### src/rtl/fifo_pkg.sv
// Shared types and sizing for the extended FIFO pointer/status controller.
package fifo_pkg;

    localparam int ADDR_W = 4;
    localparam int DEPTH  = 2 ** ADDR_W;

    typedef logic [ADDR_W-1:0] ptr_t;
    typedef logic [ADDR_W:0]   cnt_t;

    typedef struct packed {
        logic full;
        logic empty;
        logic almost_full;
        logic almost_empty;
        logic overflow;
        logic underflow;
    } fifo_status_t;

endpackage

### src/rtl/fifo_ctrl.sv
// Pointer, occupancy and status sequencing for a registered-read FIFO store.
// The storage array sits beside this block and follows wr_en/w_addr/r_addr.
module fifo_ctrl
    import fifo_pkg::*;
#(
    parameter int ADDRESS_WIDTH = ADDR_W,
    parameter int AF_LEVEL      = 12,
    parameter int AE_LEVEL      = 4
) (
    input  logic                     clk,
    input  logic                     reset,
    input  logic                     wr,
    input  logic                     rd,
    input  logic                     flush,
    output logic                     wr_en,
    output logic [ADDRESS_WIDTH-1:0] w_addr,
    output logic [ADDRESS_WIDTH-1:0] r_addr,
    output logic                     rd_valid,
    output logic                     full,
    output logic                     empty,
    output logic                     almost_full,
    output logic                     almost_empty,
    output logic [ADDRESS_WIDTH:0]   count,
    output logic                     overflow,
    output logic                     underflow
);

    localparam int CW = ADDRESS_WIDTH + 1;
    typedef logic [ADDRESS_WIDTH-1:0] aptr_t;
    typedef logic [CW-1:0]            acnt_t;

    localparam acnt_t DEPTH_C = acnt_t'(2 ** ADDRESS_WIDTH);
    localparam acnt_t AF_C    = acnt_t'(AF_LEVEL);
    localparam acnt_t AE_C    = acnt_t'(AE_LEVEL);

    generate
        if (!((AE_LEVEL < AF_LEVEL) && (AF_LEVEL <= 2 ** ADDRESS_WIDTH))) begin : g_bad_levels
            $error("fifo_ctrl: need AE_LEVEL < AF_LEVEL <= 2**ADDRESS_WIDTH");
        end
    endgenerate

    aptr_t        w_ptr_q, w_ptr_d;
    aptr_t        r_ptr_q, r_ptr_d;
    acnt_t        count_q, count_d;
    logic         rd_valid_q, rd_valid_d;
    logic         overflow_q, overflow_d;
    logic         underflow_q, underflow_d;
    logic         wr_acc, rd_acc;
    fifo_status_t status;

    always_comb begin
        status              = '0;
        status.full         = (count_q == DEPTH_C);
        status.empty        = (count_q == '0);
        status.almost_full  = (count_q >= AF_C);
        status.almost_empty = (count_q <= AE_C);
        status.overflow     = overflow_q;
        status.underflow    = underflow_q;
    end

    // A read frees a slot in the same edge, so a full FIFO still takes wr when rd is accepted.
    assign rd_acc = rd & ~status.empty;
    assign wr_acc = wr & (~status.full | rd_acc);

    always_comb begin
        w_ptr_d     = w_ptr_q;
        r_ptr_d     = r_ptr_q;
        count_d     = count_q;
        rd_valid_d  = 1'b0;
        overflow_d  = overflow_q;
        underflow_d = underflow_q;
        if (flush) begin
            w_ptr_d     = '0;
            r_ptr_d     = '0;
            count_d     = '0;
            overflow_d  = 1'b0;
            underflow_d = 1'b0;
        end else begin
            w_ptr_d     = w_ptr_q + aptr_t'(wr_acc);
            r_ptr_d     = r_ptr_q + aptr_t'(rd_acc);
            count_d     = count_q + acnt_t'(wr_acc) - acnt_t'(rd_acc);
            rd_valid_d  = rd_acc;
            overflow_d  = overflow_q | (wr & ~wr_acc);
            underflow_d = underflow_q | (rd & status.empty);
        end
    end

    always_ff @(posedge clk or negedge reset) begin
        if (!reset) begin
            w_ptr_q     <= '0;
            r_ptr_q     <= '0;
            count_q     <= '0;
            rd_valid_q  <= 1'b0;
            overflow_q  <= 1'b0;
            underflow_q <= 1'b0;
        end else begin
            w_ptr_q     <= w_ptr_d;
            r_ptr_q     <= r_ptr_d;
            count_q     <= count_d;
            rd_valid_q  <= rd_valid_d;
            overflow_q  <= overflow_d;
            underflow_q <= underflow_d;
        end
    end

    assign wr_en        = wr_acc & ~flush;
    assign w_addr       = w_ptr_q;
    assign r_addr       = r_ptr_q;
    assign rd_valid     = rd_valid_q;
    assign count        = count_q;
    assign full         = status.full;
    assign empty        = status.empty;
    assign almost_full  = status.almost_full;
    assign almost_empty = status.almost_empty;
    assign overflow     = status.overflow;
    assign underflow    = status.underflow;

endmodule

### config.mk
export PLATFORM = sky130hd
export DESIGN_NAME = fifo_ctrl
export DESIGN_NICKNAME = d
export VERILOG_FILES = /design/src/rtl/fifo_pkg.sv /design/src/rtl/fifo_ctrl.sv
export SDC_FILE = /design/constraint.sdc
export NUM_CORES = 1
export LEC_CHECK = 0
export CAP_MARGIN = 25
export CORE_ASPECT_RATIO = 0.8
export CORE_UTILIZATION = 50
export DETAILED_ROUTE_END_ITERATION = 8
export GPL_ROUTABILITY_DRIVEN = 0
export PLACE_DENSITY = 0.83
export SLEW_MARGIN = 20
export SYNTH_ARGS = -nofsm -noshare
export SYNTH_HDL_FRONTEND = slang
export SYNTH_SLANG_ARGS = --single-unit
### constraint.sdc
create_clock -name clk -period 5.45 [get_ports clk]
set_input_delay 1.09 -clock clk [delete_from_list [all_inputs] [get_ports clk]]
set_output_delay 1.09 -clock clk [all_outputs]
set_load 0.03 [all_outputs]
==> out/results.tsv <==
metric	value	unit
status	completed	
post-layout min period	3.88	ns
syn_nets	105	
vias	695	
clock latency on the worst-skew pair	0.27	ns
clock skew	0.00154	ns
IO Count	26	
Mean Syn Cell Area	10.7	um2
layout cells sized above 1	5.36	%
met3 WL post-DR	76	um
initial antenna violation count	0	
DPL Wire Length	1.46	mm
Leakage Power	0.557	nW
Filler cells	135	
FF+latch area	400	um2
Setup CP Type	in2out	
Setup Slack @ Placement	1.57	ns
DRT antenna net count	0	
RR Startpoint	count[3]	
Power Density	534	nW/um2
most used cell, CP	clkdlybuf4s50_1	
synth unique cells	22	
Hold WS	0.521	ns
Congestion Overflow GR	0	
maximum fanout along the worst path	4	
Starting Density	54.9	%
# diodes	0	
Synth warnings	0	
VDD IR max	351	uV
count leader, synth	dfrtp_1	
Synth area leaders	dfrtp_1 44%, ha_1 18%, nor2b_1 6.1%	
final setup TNS	0	ns
routed vias/inst	5.19	
Worst EP required	4.36	ns
DR iter-0 viols	5	
CTS Buffer Depth	2	
Die Ht	40.4	um
crit-path cells	clkdlybuf4s50_1, inv_1, a41oi_1, nor2b_1, clkdlybuf4s50_1	
Clock Pin Slew Worst Setup and Hold Paths	0.08	ns
synthesized area	920	um2
Setup-failing EPs final	0	
setup bufs post-CTS	0	
CTS resizes	0	
area of the multi-input gates	485	um2
Avg WL per Cell	13.9	um
slowest library cell on the worst path	clkdlybuf4s50_1	
CTS Buf Count	3	
largest net degree at the start of global routing	20	
commonest cells in the netlist	16 x dfrtp_1, 13 x ha_1, 12 x nor2_1	
wire length on met2	890	um
max-slew violations	0	
max_cap viols	0	
Hold Path Class	reg2reg	
slew margin rel.	52.1	%
crit end category	output pin	
post-layout worst setup margin	1.57	ns
die outline width	50.0	um
final design utilization	72.4	%
Synth area leader	dfrtp_1	
first-pass iteration count of the detailed router	4	
reg-to-reg setup timing slack	2.58	ns
Hold Buf Count CTS	0	
Total GRT Usage	22.4	%
vias in the first global route	723	
Rows	13	
Fin. Hold Viols	0	
NumNets Final	133	
final period utilization	71.2	%
DP Area	1190	um2
measured slew at the worst slew-check pin	0.716	ns
Max Clock Freq	258	MHz
worst hold start	underflow	
Clock Sinks	16	
r2r endpoint	count[4]	
Hold Path Cell Cnt	2	
sequential fraction of the synthesis area	43.5	%
Setup crit start kind	input port	
top cell type's share of synthesized area	43.5	%
Mapped Cells	86	
total wire length	1.86	mm
die area	2020	um2
core area	1680	um2
Area Overhead vs Synth	31.8	%
flops & latches, synth	16	
CTS tree	built	
WL met1	877	um
RSZ-0062 raised after global routing	false	
Top Metal Used	met4	
Synth Flop Type	dfrtp_1	
ys async rst share	100	%
DRC violations left	0	
FF-to-FF path depth	10	
Critical Path AT	2.79	ns
CP peak stage delay	0.69	ns
first-pass GRT wire length	3.19	mm
Root Buffer	clkbuf_4	
EDFF count, synth	0	
final instance area	1210	um2
Worst Hold Endpoint	underflow	
H-tree Lvls	1	
PortBufs	25	
[report_power, final]
part / total (mW) / leakage (nW) / internal (mW) / switching (mW)
sequential: 0.180 / 0.215 / 0.147 / 0.0337
clock: 0.0577 / 0.0138 / 0.0256 / 0.0321
combinational: 0.409 / 0.328 / 0.182 / 0.227
[flip-flops by register name, summed over array words and instances, names as in the netlist]
name,cells
count,5
rd_valid,1
w_addr,4
r_addr,4
underflow,1
overflow,1
[worst max path at each step]
| stage | from | cells after the start | end |
|---|---|---|---|
| final | wr | 5 | wr_en |
| after global routing | wr | 5 | wr_en |
| after CTS | wr | 5 | wr_en |
| after detailed placement | wr | 5 | wr_en |
| after global placement | rd | 5 | wr_en |
| after floorplan | count[3] | 10 | count[4] |
[layer usage]
layer,GRT usage (%),vias up
met5,0,-
met4,7.14,0
met3,7.20,2
met2,38.9,20
met1,27.1,323
li1,-,350
[final cells by class]
cell class,instances,share of cell area [%]
tap,22,2.27
multi-input combinational,61,40.0
clock buffer,3,1.86
timing repair buffer,25,20.6
sequential,16,33.0
inverter,7,2.17
[logic make-up (layout without fill, tap and decap cells)]
family	count (synthesis)	in the layout	share of synthesized area [%]
AOI/OAI and AO/OA	11	11	9.12
xor gates and xnor gates	5	5	4.76
adders and majority gates	14	14	19.9
buffers and inverters	9	35	3.67
DFF	16	16	43.5
muxes	1	1	1.22
and+or+nand+nor	30	30	17.8
[stage by stage]
step / instances / power, mW
floorplan: 86 / 0.449
global placement: 131 / 0.577
global route: 134 / 0.699
finish: 134 / 0.647
detailed placement: 131 / 0.590
CTS: 134 / 0.653
[worst max-delay path, delay by kind of cell]
kind	cells	cell delay [ns]
AO/OA/AOI/OAI	1	0.24
buffers and inverters	3	1.29
AND/OR/NAND/NOR	1	0.16
[cells in the final DEF (no fill, tap or decap), types with 2 or more instances in the layout]
| cell | count |
|---|---|
| a21oi_1 | 4 |
| a221o_1 | 2 |
| a41oi_1 | 2 |
| clkbuf_4 | 3 |
| clkdlybuf4s50_1 | 25 |
| dfrtp_1 | 16 |
| ha_1 | 13 |
| inv_1 | 7 |
| nand2_1 | 2 |
| nand3_1 | 3 |
| nor2_1 | 12 |
| nor2b_1 | 9 |
| nor3_1 | 2 |
| xnor2_1 | 3 |
| xor2_1 | 2 |
Note: power is estimated with default switching activity, not from simulation.
==> RTL change 1: new RTL, same settings <==
Register the output `underflow`; this adds one clock of latency there. The other outputs are not delayed to match.
--- a/src/rtl/fifo_ctrl.sv
+++ b/src/rtl/fifo_ctrl.sv
@@ -32,6 +32,8 @@
     localparam acnt_t DEPTH_C = acnt_t'(2 ** ADDRESS_WIDTH);
     localparam acnt_t AF_C    = acnt_t'(AF_LEVEL);
     localparam acnt_t AE_C    = acnt_t'(AE_LEVEL);
+
+    logic underflow_c;
 
     generate
         if (!((AE_LEVEL < AF_LEVEL) && (AF_LEVEL <= 2 ** ADDRESS_WIDTH))) begin : g_bad_levels
@@ -113,7 +115,11 @@
     assign almost_full  = status.almost_full;
     assign almost_empty = status.almost_empty;
     assign overflow     = status.overflow;
-    assign underflow    = status.underflow;
+    assign underflow_c  = status.underflow;
+
+    always_ff @(posedge clk) begin
+        underflow <= underflow_c;
+    end
 
 endmodule
 
Check against the original RTL: not equivalent (a bounded check fails within 4 cycles, from zero or initial values and one cycle with reset low).
==> RTL change 1 against the original RTL <==
Wire length rose by 1.6%. Highest routed layer unchanged. Final area rose by 2.0%. Worst hold slack worse by 120 ps. Total power grew 2.3%. Non-clock buffer count unchanged. Clock skew rose by 4.7 ps. Area after synthesis increased by 2.2%. Largest power group unchanged. Count of clock-buffer cells in the layout increased by 1. Via count is 3.9% higher. Sequential cell count increased by 1. Sequential power grew 5%. Sequential share of layout area increased by 0.98 points. Setup slack gained 2.5 ps.
==> RTL change 1: results (changes against the original RTL) <==
- The met1 usage was 0.255 (-0.0168).
- The combinational cell fraction of total power came to 0.617 (-0.015).
- The post-synthesis share of cell area spent on full adders, half adders and majority gates came to 0.194 (-0.00423).
- The number of antenna violations at the first check in global routing is 0 (unchanged).
- The critical-path maximum fanout came to 19 (+15).
- The total of buffers placed on input and output ports is 25 (unchanged).
- The total internal power is 366 uW (+3.4%).
- The power per cell area is 536 mW/mm2 (+0.36%).
- The final hold violation count came to 0 (unchanged).
- The maximum number of pins on one net before global-route repair is 20 (unchanged).
- For this run, the leading register cell type out of synthesis is sky130_fd_sc_hd__dfrtp_1.
- The number of setup buffers added after CTS is 0 (unchanged).
- The total clock network power is 64.4 uW (+12%).
- The number of distinct standard cells referenced by the synthesized netlist is 23 (+4.5%).
- The detailed-route wire length on metal 1 is 854 um (-2.6%).
- The setup slack at placement is 1560 ps (-8.45 ps).
- The XOR/XNOR share of the synthesized area is 0.0466 (-0.00101).
- The share of the core filled with cells is 0.731 (+0.00709).
- The fraction of the mapped netlist area in compound gates came to 0.0892 (-0.00194).
- The top metal layer carrying routed signals is met4.
- Ranked by total cell area, the synthesized netlist is headed by sky130_fd_sc_hd__dfrtp_1 43%, sky130_fd_sc_hd__ha_1 17%, sky130_fd_sc_hd__nor2b_1 6.0%.
- The wire length after detailed routing is 1890 um (+1.6%).
- The transition at the pin with the smallest max-transition slack is 718 ps (+2.54 ps).
- The number of nets produced by synthesis is 106 (+0.95%).
- The worst-case clock buffer depth was 2 (unchanged).
- The proportion of synthesized flip-flops having asynchronous set or reset is 0.941 (-0.0588).
- The number of placed instances with taps included is 132 (+0.76%).
- The global-route met3 utilization is 0.0481 (-0.0238).
- The wire length per cell after detailed routing was 13.9 um (about the same).
- The flip-flop count of the largest register after layout came to 5 (unchanged).
- The overall fraction of global-route tracks in use is 0.219 (-0.00453).
- The placed instance area is 0.00121 mm2 (+1.7%).
- The peak ir drop on the vdd network is 0.360 mV (+2.5%).
- The clock skew is 6.24 ps (+4.70 ps).
- The biggest cell delay along the critical path is 740 ps (+50 ps).
- The share of final-layout standard cells stronger than drive strength 1 is 0.0526 (-0.000940).
- The global-route met2 utilization was 0.393 (+0.00482).
- The sequential element share of the synthesized area came to 0.447 (+0.0120).
- The met2 wirelength from detailed routing is 945 um (+6.2%).
- The run finished with clean final reports.
- The leakage component of the power is 0.000566 uW (+1.7%).
- The post-CTS resize count came to 0 (unchanged).
- The multiplexer area fraction after synthesis is 0.0120 (-0.000261).
- The first-pass GRT wire length is 3080 um (-3.4%).
- The routed length on met3 is 58 um (-24%).
- The average size of a mapped cell is 10.8 um2 (+1.0%).
- The number of global-route vias before repair came to 700 (-3.2%).
- The count of fill cells added during filler insertion is 134 (-0.74%).
- The violation count after the first detailed-routing iteration came to 10 (+5).
- The placed wire-length estimate is 1520 um (+3.7%).
- The number of detailed-routing iterations run before antenna repair is 4 (unchanged).
- The number of vias per cell is 5.31 (+2.4%).
-- RTL change 1: cell count changes after synthesis --
cell / unedited run / this run
sky130_fd_sc_hd__dfxtp_1: 0 / 1
-- RTL change 1: layout make-up --
type,instances,area share
timing repair buffer,25,0.202
clock buffer,4,0.0213
multi-input combinational,61,0.393
sequential,17,0.340
tap,22,0.0223
inverter,7,0.0213
-- RTL change 1: worst paths after layout --
check | slack (ps) | startpoint | endpoint | cells past startpoint
setup / recovery | 1570 | flush | wr_en | 3
hold reg to reg | 400 | underflow_c$_DFF_PN0_ | underflow$_DFF_P_ | 0
hold / removal | 400 | underflow_c$_DFF_PN0_ | underflow$_DFF_P_ | 0
setup reg to reg | 2660 | count[3]$_DFF_PN0_ | count[4]$_DFF_PN0_ | 10
min in group asynchronous | 1230 | reset | w_addr[0]$_DFF_PN0_ | 1
max in group asynchronous | 3760 | reset | count[4]$_DFF_PN0_ | 1
==> RTL change 2: new RTL, same settings <==
Made on the original files. Set the parameter `AF_LEVEL` to 8 (it was 12).
--- a/src/rtl/fifo_ctrl.sv
+++ b/src/rtl/fifo_ctrl.sv
@@ -4,7 +4,7 @@
     import fifo_pkg::*;
 #(
     parameter int ADDRESS_WIDTH = ADDR_W,
-    parameter int AF_LEVEL      = 12,
+    parameter int AF_LEVEL      = 8,
     parameter int AE_LEVEL      = 4
 ) (
     input  logic                     clk,
Formal check against the unedited RTL: not equivalent (Yosys sat finds a counterexample within 10 cycles, from zero or initial values and one cycle with reset low).
==> RTL change 2 against the original RTL <==
Sequential cell count stayed put. Worst hold slack better by 11 ps. Final area is 0.83% higher. Wire length is 8.8% higher. Clock power is 36% higher. Total power is 6.4% higher. Sequential share of layout area is 0.27 points lower. Setup slack worse by 32 ps. Utilization is 0.60 points higher. Critical path type unchanged. Die area is 0.27% lower. Area after synthesis is 0.27% lower. Highest routed layer unchanged. Critical path depth is 1 lower. Count of clock-buffer cells in the layout is 1 higher.
==> RTL change 2: results (changes against the original RTL) <==
- The first-pass GRT wire length was 3160 um (-1.1%).
- The reg-to-reg setup timing slack is 2790 ps (+210 ps).
- The count of fill cells added during filler insertion is 125 (-7.4%).
- The clock skew is 6.00 ps (+4.45 ps).
- The violation count after the first detailed-routing iteration is 20 (+15).
- The tightest slew margin relative to the limit was 0.515 (-0.00663).
- The number of nets produced by synthesis was 103 (-1.9%).
- The number of detailed-routing iterations run before antenna repair came to 4 (unchanged).
- The placed wire-length estimate is 1490 um (+1.6%).
- The clock latency of the later-clocked register in the worst-skew pair is 290 ps (+20 ps).
- Sorting the synthesized cells by area gives the leading types as sky130_fd_sc_hd__dfrtp_1 44%, sky130_fd_sc_hd__ha_1 16%, sky130_fd_sc_hd__nor2b_1 5.5%.
- The endpoint identified for the worst register-to-register timing path is count[4]$_DFF_PN0_.
- The clock-pin slew reported for the worst setup and hold paths after clock tree synthesis is 100 ps (+20 ps).
- The worst-case clock buffer depth is 2 (unchanged).
- The data arrival time of the worst path came to 2820 ps (+30 ps).
- The placed instance area was 0.00119 mm2 (-0.32%).
- The worst hold slack came to 532 ps (+10.9 ps).
- The sequential element share of the synthesized area is 0.437 (+0.00119).
- The flow ran to the end, and the final reports show no timing, DRC or antenna violations.
- The number of vias in the routed layout is 705 (+1.4%).
- The wire length after detailed routing is 2020 um (+8.8%).
- The overall fraction of global-route tracks in use is 0.228 (+0.00401).
- The number of distinct standard cells referenced by the synthesized netlist was 25 (+14%).
- In this run the worst hold path is classified as flop to flop.
- The library cell contributing the largest single delay on the critical path is sky130_fd_sc_hd__clkdlybuf4s50_1.
- The biggest cell delay along the critical path is 690 ps (about the same).
- The startpoint of the most critical hold path is overflow$_DFF_PN0_.
- Sorting the synthesized cells by how often they occur yields 16 x sky130_fd_sc_hd__dfrtp_1, 12 x sky130_fd_sc_hd__ha_1, 10 x sky130_fd_sc_hd__nor2_1, 8 x sky130_fd_sc_hd__nor2b_1, 6 x sky130_fd_sc_hd__inv_1.
- The critical-path maximum fanout is 5 (+1).
- The final-stage net count was 131 (-1.5%).
- The number of global-route vias before repair is 717 (-0.83%).
- The peak ir drop on the vdd network is 0.324 mV (-7.8%).
- The share of final-layout standard cells stronger than drive strength 1 was 0.0893 (+0.0357).
- The leakage component of the power came to 0.000566 uW (+1.6%).
## RTL change 2: power breakdown
| group | leakage [uW] | switching [uW] | internal, uW |
|---|---|---|---|
| combinational | 0.000330 | 235 | 194 |
| clock | 0.0000210 | 38.1 | 40.7 |
| sequential | 0.000215 | 34.1 | 147 |
## RTL change 2: cell families after synthesis
group,synth area share
xor+xnor,0.0573
mux,0.0123
fa+ha+maj,0.186
buf+inv,0.0341
compound gates,0.0750
flops,0.437
simple gates,0.199
## RTL change 2: how the worst max path moves through the flow
stage,end,slack [ps],cells past startpoint
floorplan,wr_en,2610,5
global placement,wr_en,1640,3
detailed placement,wr_en,1620,3
CTS,wr_en,1580,4
global route,wr_en,1510,3
finish,wr_en,1540,4
## RTL change 2: metrics by stage
stage                     total power, uW  std cells  utilization  setup WS (ps)
after global routing                  733        134        0.730           1510
after global placement                588        130        0.708           1640
final                                 689        134        0.730           1540
after floorplan                       459         85            -           2610
after detailed placement              607        130        0.708           1620
after CTS                             690        134        0.730           1580
## RTL change 2: layout make-up
class | instances | area share
Multi-Input combinational cell | 61 | 0.397
Sequential cell | 16 | 0.328
Timing Repair Buffer | 25 | 0.205
Clock buffer | 4 | 0.0297
Tap cell | 22 | 0.0225
Inverter | 6 | 0.0184
## RTL change 2: worst reg2reg max path: cells and delay by family, from the launching register on
family	cells	cell delay, ps
AO/OA/AOI/OAI	3	360
XOR/XNOR	1	200
adder cells (fa/ha/maj)	3	810
buffers and inverters	1	140
flip-flops	1	420
multiplexers	1	270
AND/OR/NAND/NOR	1	340
## RTL change 2: layer usage
layer	global-route usage	wire length (um)
met5	0	0
met4	0.0857	21
met3	0.0720	95
met2	0.426	1050
met1	0.252	852
